$ cat config.mk
export PLATFORM = sky130hd
export DESIGN_NAME = mux4
export DESIGN_NICKNAME = d
export VERILOG_FILES = /design/src/rtl/mux4_pkg.sv /design/src/rtl/mux4.sv
export SDC_FILE = /design/constraint.sdc
export NUM_CORES = 1
export LEC_CHECK = 0
export ABC_CLOCK_PERIOD_IN_PS = 1100
export BUFFER_PORTS_ARGS = -buffer_cell sky130_fd_sc_hd__buf_2
export CELL_PAD_IN_SITES_DETAIL_PLACEMENT = 0
export CELL_PAD_IN_SITES_GLOBAL_PLACEMENT = 1
export CORE_UTILIZATION = 20
export CTS_CLUSTER_DIAMETER = 200
export DETAILED_ROUTE_END_ITERATION = 6
export PLACE_DENSITY_LB_ADDON = 0.05
export SYNTH_ARGS = -nofsm -noshare
export SYNTH_HDL_FRONTEND = slang
export SYNTH_SLANG_ARGS = --single-unit
export TNS_END_PERCENT = 1
$ cat constraint.sdc
create_clock -name clk -period 1.1 [get_ports clk]
set_input_delay 0.055 -clock clk [delete_from_list [all_inputs] [get_ports clk]]
set_output_delay 0.055 -clock clk [all_outputs]
set_load 0.005 [all_outputs]
$ cat src/rtl/mux4_pkg.sv
// Shared select encoding for the 4:1 word muxes and the logic that drives their selects.
// Code values match the 2-bit select port, so a cast is the only conversion needed.
package mux4_pkg;

  typedef enum logic [1:0] {SEL_D1, SEL_D2, SEL_D3, SEL_D4} mux4_sel_t;

endpackage

$ cat src/rtl/mux4.sv
// 4:1 word mux. dout is combinational with zero latency; dout_q is a 1-cycle registered copy.
// No flow control: the mux always accepts its inputs, and reset clears only dout_q.
module mux4
  import mux4_pkg::*;
#(
  parameter int WIDTH = 8
) (
  input  logic             clk,
  input  logic             reset,
  input  logic [WIDTH-1:0] din1,
  input  logic [WIDTH-1:0] din2,
  input  logic [WIDTH-1:0] din3,
  input  logic [WIDTH-1:0] din4,
  input  logic [1:0]       select,
  output logic [WIDTH-1:0] dout,
  output logic [WIDTH-1:0] dout_q
);

  mux4_sel_t sel;

  assign sel = mux4_sel_t'(select);

  // Every code is decoded, so the default arm is unreachable for known selects.
  always_comb begin
    dout = din1;
    unique case (sel)
      SEL_D1:  dout = din1;
      SEL_D2:  dout = din2;
      SEL_D3:  dout = din3;
      SEL_D4:  dout = din4;
      default: dout = din1;
    endcase
  end

  always_ff @(posedge clk) begin
    if (reset) begin
      dout_q <= '0;
    end else begin
      dout_q <= dout;
    end
  end

endmodule

After elaboration in Yosys (flattened, before gate mapping)
Cells that the tools add are included.
Cells by class
  equal/unequal tests: 3
  mux-type cells: 1
  reduce and logical (&&, ||, !) cells: 1
Operators with widths (count)
  case mux 8 bit (4 select lines): 1
  == test 2 bit, second input constant: 2
  == test 2 x 1 -> 1 bit, second input constant: 1
  logical NOT 2 bit: 1
Word-level totals
  register bits: 8
  output and inout port bits: 16
  input bits: 36
  word-level logic and storage cells: 6

Longest topological paths before layout
Gate-level depths: netlist (run 1).
  depth after elaboration: 2
  mapped depth: 3
  depth with buffers taken out: 2

Worst setup path before layout (run 1)
No wires, ideal clock.
  path kind: input to register
  from: input select[0]
  to: register dout_q[0]
  setup time: 0.114 ns
  path buffers: 1
  stages: 3
  setup slack: 0.146 ns
  arrival time: 0.840 ns
  data required time: 0.986 ns
  path through: buf_6 -> mux4_2 -> nor2b_1
On the way
  word-level cells in the longest chain between the ends: 2
  elaborated cells on any way between the ends: 5
  classes of those cells: eq/ne: 3; mux: 1; reduce/logical: 1
RTL lines
  from (decl): RTL line mux4.sv:14  | input logic [1:0] select,
  == test 2 bit, or another cell as far along: RTL line mux4.sv:26  | unique case (sel)
  case mux 8 bit (4 select lines) *: RTL line mux4.sv:26
  via dout[0]: RTL line mux4.sv:15  | output logic [WIDTH-1:0] dout,
  to (signal assigned): RTL line mux4.sv:39  | dout_q <= dout;
  to (decl): RTL line mux4.sv:16  | output logic [WIDTH-1:0] dout_q
Mark *: on every way through the listed nets, which the timed path passes. The rest lies on a longest branch.
A chain may end at the register's enable or synchronous reset.

Worst setup path in the final report (run 1)
  from: input select[0]
  to: output dout[6]
On the way
  word-level cells in the longest chain between the ends: 2
  elaborated cells on any way between the ends: 5
  classes of those cells: eq/ne: 3; mux: 1; reduce/logical: 1
RTL lines (RTL line)
  == test 2 bit, or another cell as far along: mux4.sv:26
  case mux 8 bit (4 select lines) *: mux4.sv:26
  to (decl): mux4.sv:15
Mark *: on every way between the ends. The rest lies on a longest branch, timed or not.

==> results of run 1 <==
-- critical path: cells and delay by family --
kind | cells | cell delay [ns]
buffers and inverters | 2 | 0.34
muxes | 1 | 0.54
-- stage by stage --
| step | TNS, ns | hold slack [ns] | utilization |
|---|---|---|---|
| 3_3_place_gp | -0.171 | 0.332 | 0.372 |
| 3_5_place_dp | -0.241 | 0.323 | 0.372 |
| 2_1_floorplan | 0 | 0.127 | - |
| 5_1_grt | 0 | 0.0998 | 0.386 |
| 6_report | 0 | 0.0655 | 0.386 |
| 4_1_cts | 0 | 0.0597 | 0.384 |
-- layout make-up --
cell class              instances  area [sq um]  share of cell area
multi-input cells              16           230               0.328
repair buffers                 51           258               0.367
well taps                      25          31.3              0.0446
flip-flops and latches          8           160               0.228
clock buffers                   3          22.5              0.0321
-- report_power, final --
part           switching (mW)  total, mW  internal [mW]
sequential            0.00410      0.318          0.314
combinational          0.0751      0.211          0.136
clock                  0.0832      0.207          0.124
-- layout by cell type (no fill, tap or decap) --
master                     Yosys  layout
sky130_fd_sc_hd__buf_2         0      50
sky130_fd_sc_hd__mux4_2        8       8
sky130_fd_sc_hd__nor2b_1       8       8
sky130_fd_sc_hd__dfxtp_1       8       8
sky130_fd_sc_hd__clkbuf_4      0       4
-- metal layers --
layer	GRT usage	share of wire	vias up
met5	0	0	-
met4	0.0686	0	0
met3	0.0192	0.098	0
met2	0.175	0.48	31
met1	0.161	0.42	187
li1	-	-	206
-- final timing paths --
check,to,cells past startpoint
worst min-delay path,dout_q[5],2
worst max-delay path,dout[6],3
-- cells by family after synthesis --
group,share of synthesized area
buffers and inverters,0.0400
AND/OR/NAND/NOR,0.123
multiplexers,0.443
flip-flops,0.394
-- repair_timing --
action | CTS | global route
setup endpoints to repair | 0 | 6
hold endpoints to repair | 0 | 0
gates resized for setup | 0 | 1
==> reports/qor_table.md, run 1 <==
| Quantity | Value | Unit |
|---|---|---|
| Result of the run | complete, no violations | - |
| Standard-cell rows | 15 | - |
| Total global routing track utilization | 0.118 | - |
| Least-Margin Pin Slew | 0.178 | ns |
| Synth warnings | 0 | - |
| Portion of the post-synthesis area used by sequential elements | 0.394 | - |
| Placed inst area | 677 | sq um |
| Number of flip-flops in the largest register | 8 | - |
| Top cells by area in the synthesized netlist | sky130_fd_sc_hd__mux4_2 (44%), sky130_fd_sc_hd__dfxtp_1 (39%), sky130_fd_sc_hd__nor2b_1 (12%) | - |
| Max-slew violation count | 0 | - |
| Final standard cell area without fillers | 702 | sq um |
| Post-detailed-route count of antenna-violating nets | 0 | - |
| Required time at the endpoint of the critical path | 1.04 | ns |
| Slowest stage cell, crit path | sky130_fd_sc_hd__mux4_2 | - |
| Register clock-pin slew on the reported worst setup and hold paths | 0.05 | ns |
| Number of iterations in the first detailed-routing pass | 1 | - |
| Number of primary I/O pins | 52 | - |
| Final setup fails | 0 | - |
| Chip Height | 47.1 | um |
| CTS Hold Buffers Added | 0 | - |
| Clock Sinks | 8 | - |
| Die area | 2220 | sq um |
| Area share of the leading cell type in the synthesized netlist | 0.443 | - |
| Final hold violations | 0 | - |
| Number of DRC markers in iteration 0 | 0 | - |
| CP peak stage delay | 0.54 | ns |
| Filler-free cell count of the finished design | 103 | - |
| Post-synthesis instance total | 26 | - |
| Crit Path Class | in -> out | - |
| Registers with the highest flip-flop counts | dout_q: 8 flops | - |
| Filler cells | 203 | - |
| Tightest slew margin relative to the limit | 0.881 | - |
| Power per cell area | 1050 | nW/um^2 |
| TritonCTS clock tree | yes | - |
| Top cell type by total area after synthesis | sky130_fd_sc_hd__mux4_2 | - |
| Antenna diode count | 0 | - |
| Pin count of the biggest net entering global routing | 9 | - |
| Post-layout total power | 736 | uW |
| Register with the highest flop count | dout_q | - |
| Average vias per placed instance | 4.12 | - |
| Yosys reg bits | 8 | - |
| Nets | 116 | - |
| Launch point of the critical path | select[0] | - |
| Area growth from synthesis to layout | 72.6 | % |
| Clock buffer depth | 2 | - |
| Core box area | 1820 | sq um |
| Placer's final routability congestion estimate | 0.648 | - |
| Lkg Pwr | 0.357 | nW |
| Post-Synthesis Net Count | 62 | - |
| Synth Flop Type | sky130_fd_sc_hd__dfxtp_1 | - |
| Highest Clock Rate | 1.00 | GHz |
| Die outline width | 47.1 | um |
| Data arrival, critical path | 0.95 | ns |
| Routed vias | 424 | - |
| Series of cell instances along the critical path | clkbuf_4 -> mux4_2 -> buf_2 | - |
| Layout cell share with drive strength beyond 1 | 0.795 | - |
| Wire length of the first global-routing pass | 1.81 | mm |
| Number of global-route vias before repair | 429 | - |
| Leading post-synthesis cells by instance count | sky130_fd_sc_hd__dfxtp_1 (8), sky130_fd_sc_hd__mux4_2 (8), sky130_fd_sc_hd__nor2b_1 (8), sky130_fd_sc_hd__buf_6 (1), sky130_fd_sc_hd__clkbuf_2 (1) | - |
| Element type at the critical path start | input pin | - |
| Worst supply voltage drop on vdd | 353 | uV |
| Post-place setup slack | -0.0420 | ns |
| Yosys cell types | 5 | - |
| Detailed-route wire length per cell | 11.0 | um |
| Root buffer selected by CTS | sky130_fd_sc_hd__clkbuf_4 | - |
| Effective utilization at floorplan | 0.223 | - |
| Number of antenna violations at the first check in global routing | 0 | - |
| Worst min path class | in -> reg | - |
| Nature of the critical path endpoint | output port | - |
| Total global routing overflow | 0 | - |
| Worst hold start | reset | - |
| Synth async-reset ratio | 0 | - |
| Final worst-path setup slack | 0.100 | ns |
| Postcts setup bufs | 0 | - |
| Period minus WS final | 1.00 | ns |
| Max H-tree Level | 1 | - |
| Max-capacitance violation count | 0 | - |
| Clock buffers created by TritonCTS | 3 | - |
| Final routed wirelength across all metal layers | 1.14 | mm |
| DRC Markers | 0 | - |
| Final cycle utilization of the critical path | 0.909 | - |
| Total of buffers placed on input and output ports | 51 | - |
| Synthesized cell area | 407 | sq um |
| Biggest fanout along the worst timing path | 8 | - |
| Number of enable flip-flop cells after synthesis | 0 | - |
| Post-synthesis average cell area | 15.6 | sq um |
| Total instance count after detailed placement | 100 | - |
| Setup repair after global routing missed its margin | false | - |
Power figures use the tool's default switching activity.
==> run 2, diff against run 1 <==
--- a/config.mk
+++ b/config.mk
@@ -6,13 +6,14 @@
 export NUM_CORES = 1
 export LEC_CHECK = 0
 export ABC_CLOCK_PERIOD_IN_PS = 1100
-export BUFFER_PORTS_ARGS = -buffer_cell sky130_fd_sc_hd__buf_2
+export BUFFER_PORTS_ARGS = -buffer_cell sky130_fd_sc_hd__buf_4
 export CELL_PAD_IN_SITES_DETAIL_PLACEMENT = 0
 export CELL_PAD_IN_SITES_GLOBAL_PLACEMENT = 1
 export CORE_UTILIZATION = 20
 export CTS_CLUSTER_DIAMETER = 200
 export DETAILED_ROUTE_END_ITERATION = 6
 export PLACE_DENSITY_LB_ADDON = 0.05
+export SETUP_SLACK_MARGIN = 0.4
 export SYNTH_ARGS = -nofsm -noshare
 export SYNTH_HDL_FRONTEND = slang
 export SYNTH_SLANG_ARGS = --single-unit
==> run 2 against run 1 <==
  * Final cell count grew 0.97%
  * Design area grew 22%
  * Routed wire length grew 2.2%
  * Maximum frequency grew 13%
  * Die area is the same
  * Total power grew 11%
  * Clock power is essentially flat
  * Worst hold slack lost 0.041 ns
  * Via count grew 1.2%
  * Combinational power grew 38%
  * Largest cell class unchanged
  * Highest routed layer unchanged
==> reports/qor_table.md, run 2 (same netlist as run 1, synthesis figures left out) <==
| Quantity | Value | Unit |
|---|---|---|
| Result of the run | complete, no violations | - |
| Standard-cell rows | 15 | - |
| Final hold violations | 0 | - |
| Number of global-route vias before repair | 400 | - |
| Multi-input gate area | 230 | sq um |
| Final routed wirelength across all metal layers | 1.16 | mm |
| Slowest stage cell, crit path | sky130_fd_sc_hd__mux4_2 | - |
| Area growth from synthesis to layout | 111 | % |
| Effective utilization at floorplan | 0.223 | - |
| Max H-tree Level | 1 | - |
| Max-slew violation count | 0 | - |
| Total of buffers placed on input and output ports | 51 | - |
| Nature of the critical path endpoint | output port | - |
| Wire length of the first global-routing pass | 1.71 | mm |
| Least-Margin Pin Slew | 0.106 | ns |
| Buffers & Inverters on Critical Path | 2 | - |
| Hold Crit Endpoint | dout_q[0] | - |
| Tightest slew margin relative to the limit | 0.929 | - |
| Worst min path class | in -> reg | - |
| Clock buffers created by TritonCTS | 3 | - |
| Worst supply voltage drop on vdd | 369 | uV |
| Chip Height | 47.1 | um |
| Series of cell instances along the critical path | buf_12 -> mux4_2 -> buf_6 | - |
| TritonCTS clock tree | yes | - |
| Placer's final routability congestion estimate | 0.624 | - |
| Max-capacitance violation count | 0 | - |
| Filler cells | 184 | - |
| Worst hold start | reset | - |
| Data arrival, critical path | 0.83 | ns |
| Biggest fanout along the worst timing path | 8 | - |
| Most frequent standard cell in the layout excluding fill and tap cells | sky130_fd_sc_hd__buf_4 | - |
| Clock buffer depth | 2 | - |
| Die area | 2220 | sq um |
| Number of primary I/O pins | 52 | - |
| Pin count of the biggest net entering global routing | 9 | - |
| Number of cells traversed by the worst hold path | 2 | - |
| Die outline width | 47.1 | um |
| Final setup fails | 0 | - |
| CP peak stage delay | 0.53 | ns |
| Clock Sinks | 8 | - |
| Power per cell area | 954 | nW/um^2 |
| Required time at the endpoint of the critical path | 1.04 | ns |
| Total global routing track utilization | 0.117 | - |
| Nets | 117 | - |
| Element type at the critical path start | input pin | - |
| Post-detailed-route count of antenna-violating nets | 0 | - |
| Root buffer selected by CTS | sky130_fd_sc_hd__clkbuf_4 | - |
| Layout cell share with drive strength beyond 1 | 0.797 | - |
| Register clock-pin slew on the reported worst setup and hold paths | 0.05 | ns |
| Period minus WS final | 0.887 | ns |
| Critical path's top delay family | multiplexers | - |
| Number of antenna violations at the first check in global routing | 0 | - |
| Total global routing overflow | 0 | - |
| Core box area | 1820 | sq um |
| Setup repair after global routing missed its margin | true | - |
| Registers with the highest flip-flop counts | dout_q: 8 flops | - |
| Average vias per placed instance | 4.13 | - |
| Final cycle utilization of the critical path | 0.807 | - |
| Crit Path Class | in -> out | - |
| Register area | 160 | sq um |
| Post-layout total power | 819 | uW |
| Total Negative Setup Slacks | 0 | ns |
| Routed vias | 429 | - |
| DRC Markers | 0 | - |
| Final cell utilization of the core | 0.471 | - |
| Detailed-route wire length per cell | 11.2 | um |
| Register with the highest flop count | dout_q | - |
| Highest Clock Rate | 1.13 | GHz |
| Final hold slack | 0.0248 | ns |
| CTS Hold Buffers Added | 0 | - |
| Number of flip-flops in the largest register | 8 | - |
| Number of DRC markers in iteration 0 | 3 | - |
| Antenna diode count | 0 | - |
| Number of iterations in the first detailed-routing pass | 3 | - |
| Most used cells in the layout excluding fill and tap cells | sky130_fd_sc_hd__buf_4 (48), sky130_fd_sc_hd__mux4_2 (8), sky130_fd_sc_hd__nor2b_1 (8), sky130_fd_sc_hd__dfxtp_1 (8) | - |
| Lkg Pwr | 0.410 | nW |
[run 2: power by group]
part	internal, mW	switching [mW]
Sequential	0.314	0.00512
Combinational	0.213	0.0794
Clock	0.124	0.0834
Total	0.651	0.168
[run 2: worst max path at each step]
stage,from,end,cells past startpoint
2_1_floorplan,select[0],dout_q[0],3
3_3_place_gp,select[0],dout_q[4],3
3_5_place_dp,select[0],dout_q[4],3
4_1_cts,select[0],dout[4],3
5_1_grt,select[0],dout[2],3
6_report,select[0],dout[4],3
[run 2: what timing repair did]
action	4_1_cts	5_1_grt
buffers inserted	0	1
endpoints found under the setup margin	24	18
resized for setup	5	1
[run 2: cell type report]
class	instances	area share
Multi-Input combinational cell	16	0.268
Tap cell	25	0.0364
Timing Repair Buffer	52	0.483
Clock buffer	3	0.0262
Sequential cell	8	0.187
[run 2: per-stage QoR]
step	setup slack, ns	std cells	instance area [sq um]
after floorplan	0.177	26	415
after global placement	0.0581	100	805
after detailed placement	0.0528	100	805
after CTS	0.209	103	847
after global routing	0.192	104	858
final	0.213	104	858
[run 2: metal layers]
layer / share of wire / up-vias / wire length (um) / global-route usage
li1: - / 208 / - / -
met4: 0 / 0 / 0 / 0.0857
met2: 0.51 / 31 / 592 / 0.181
met5: 0 / - / 0 / 0
met3: 0.11 / 0 / 126 / 0.0423
met1: 0.38 / 190 / 444 / 0.133
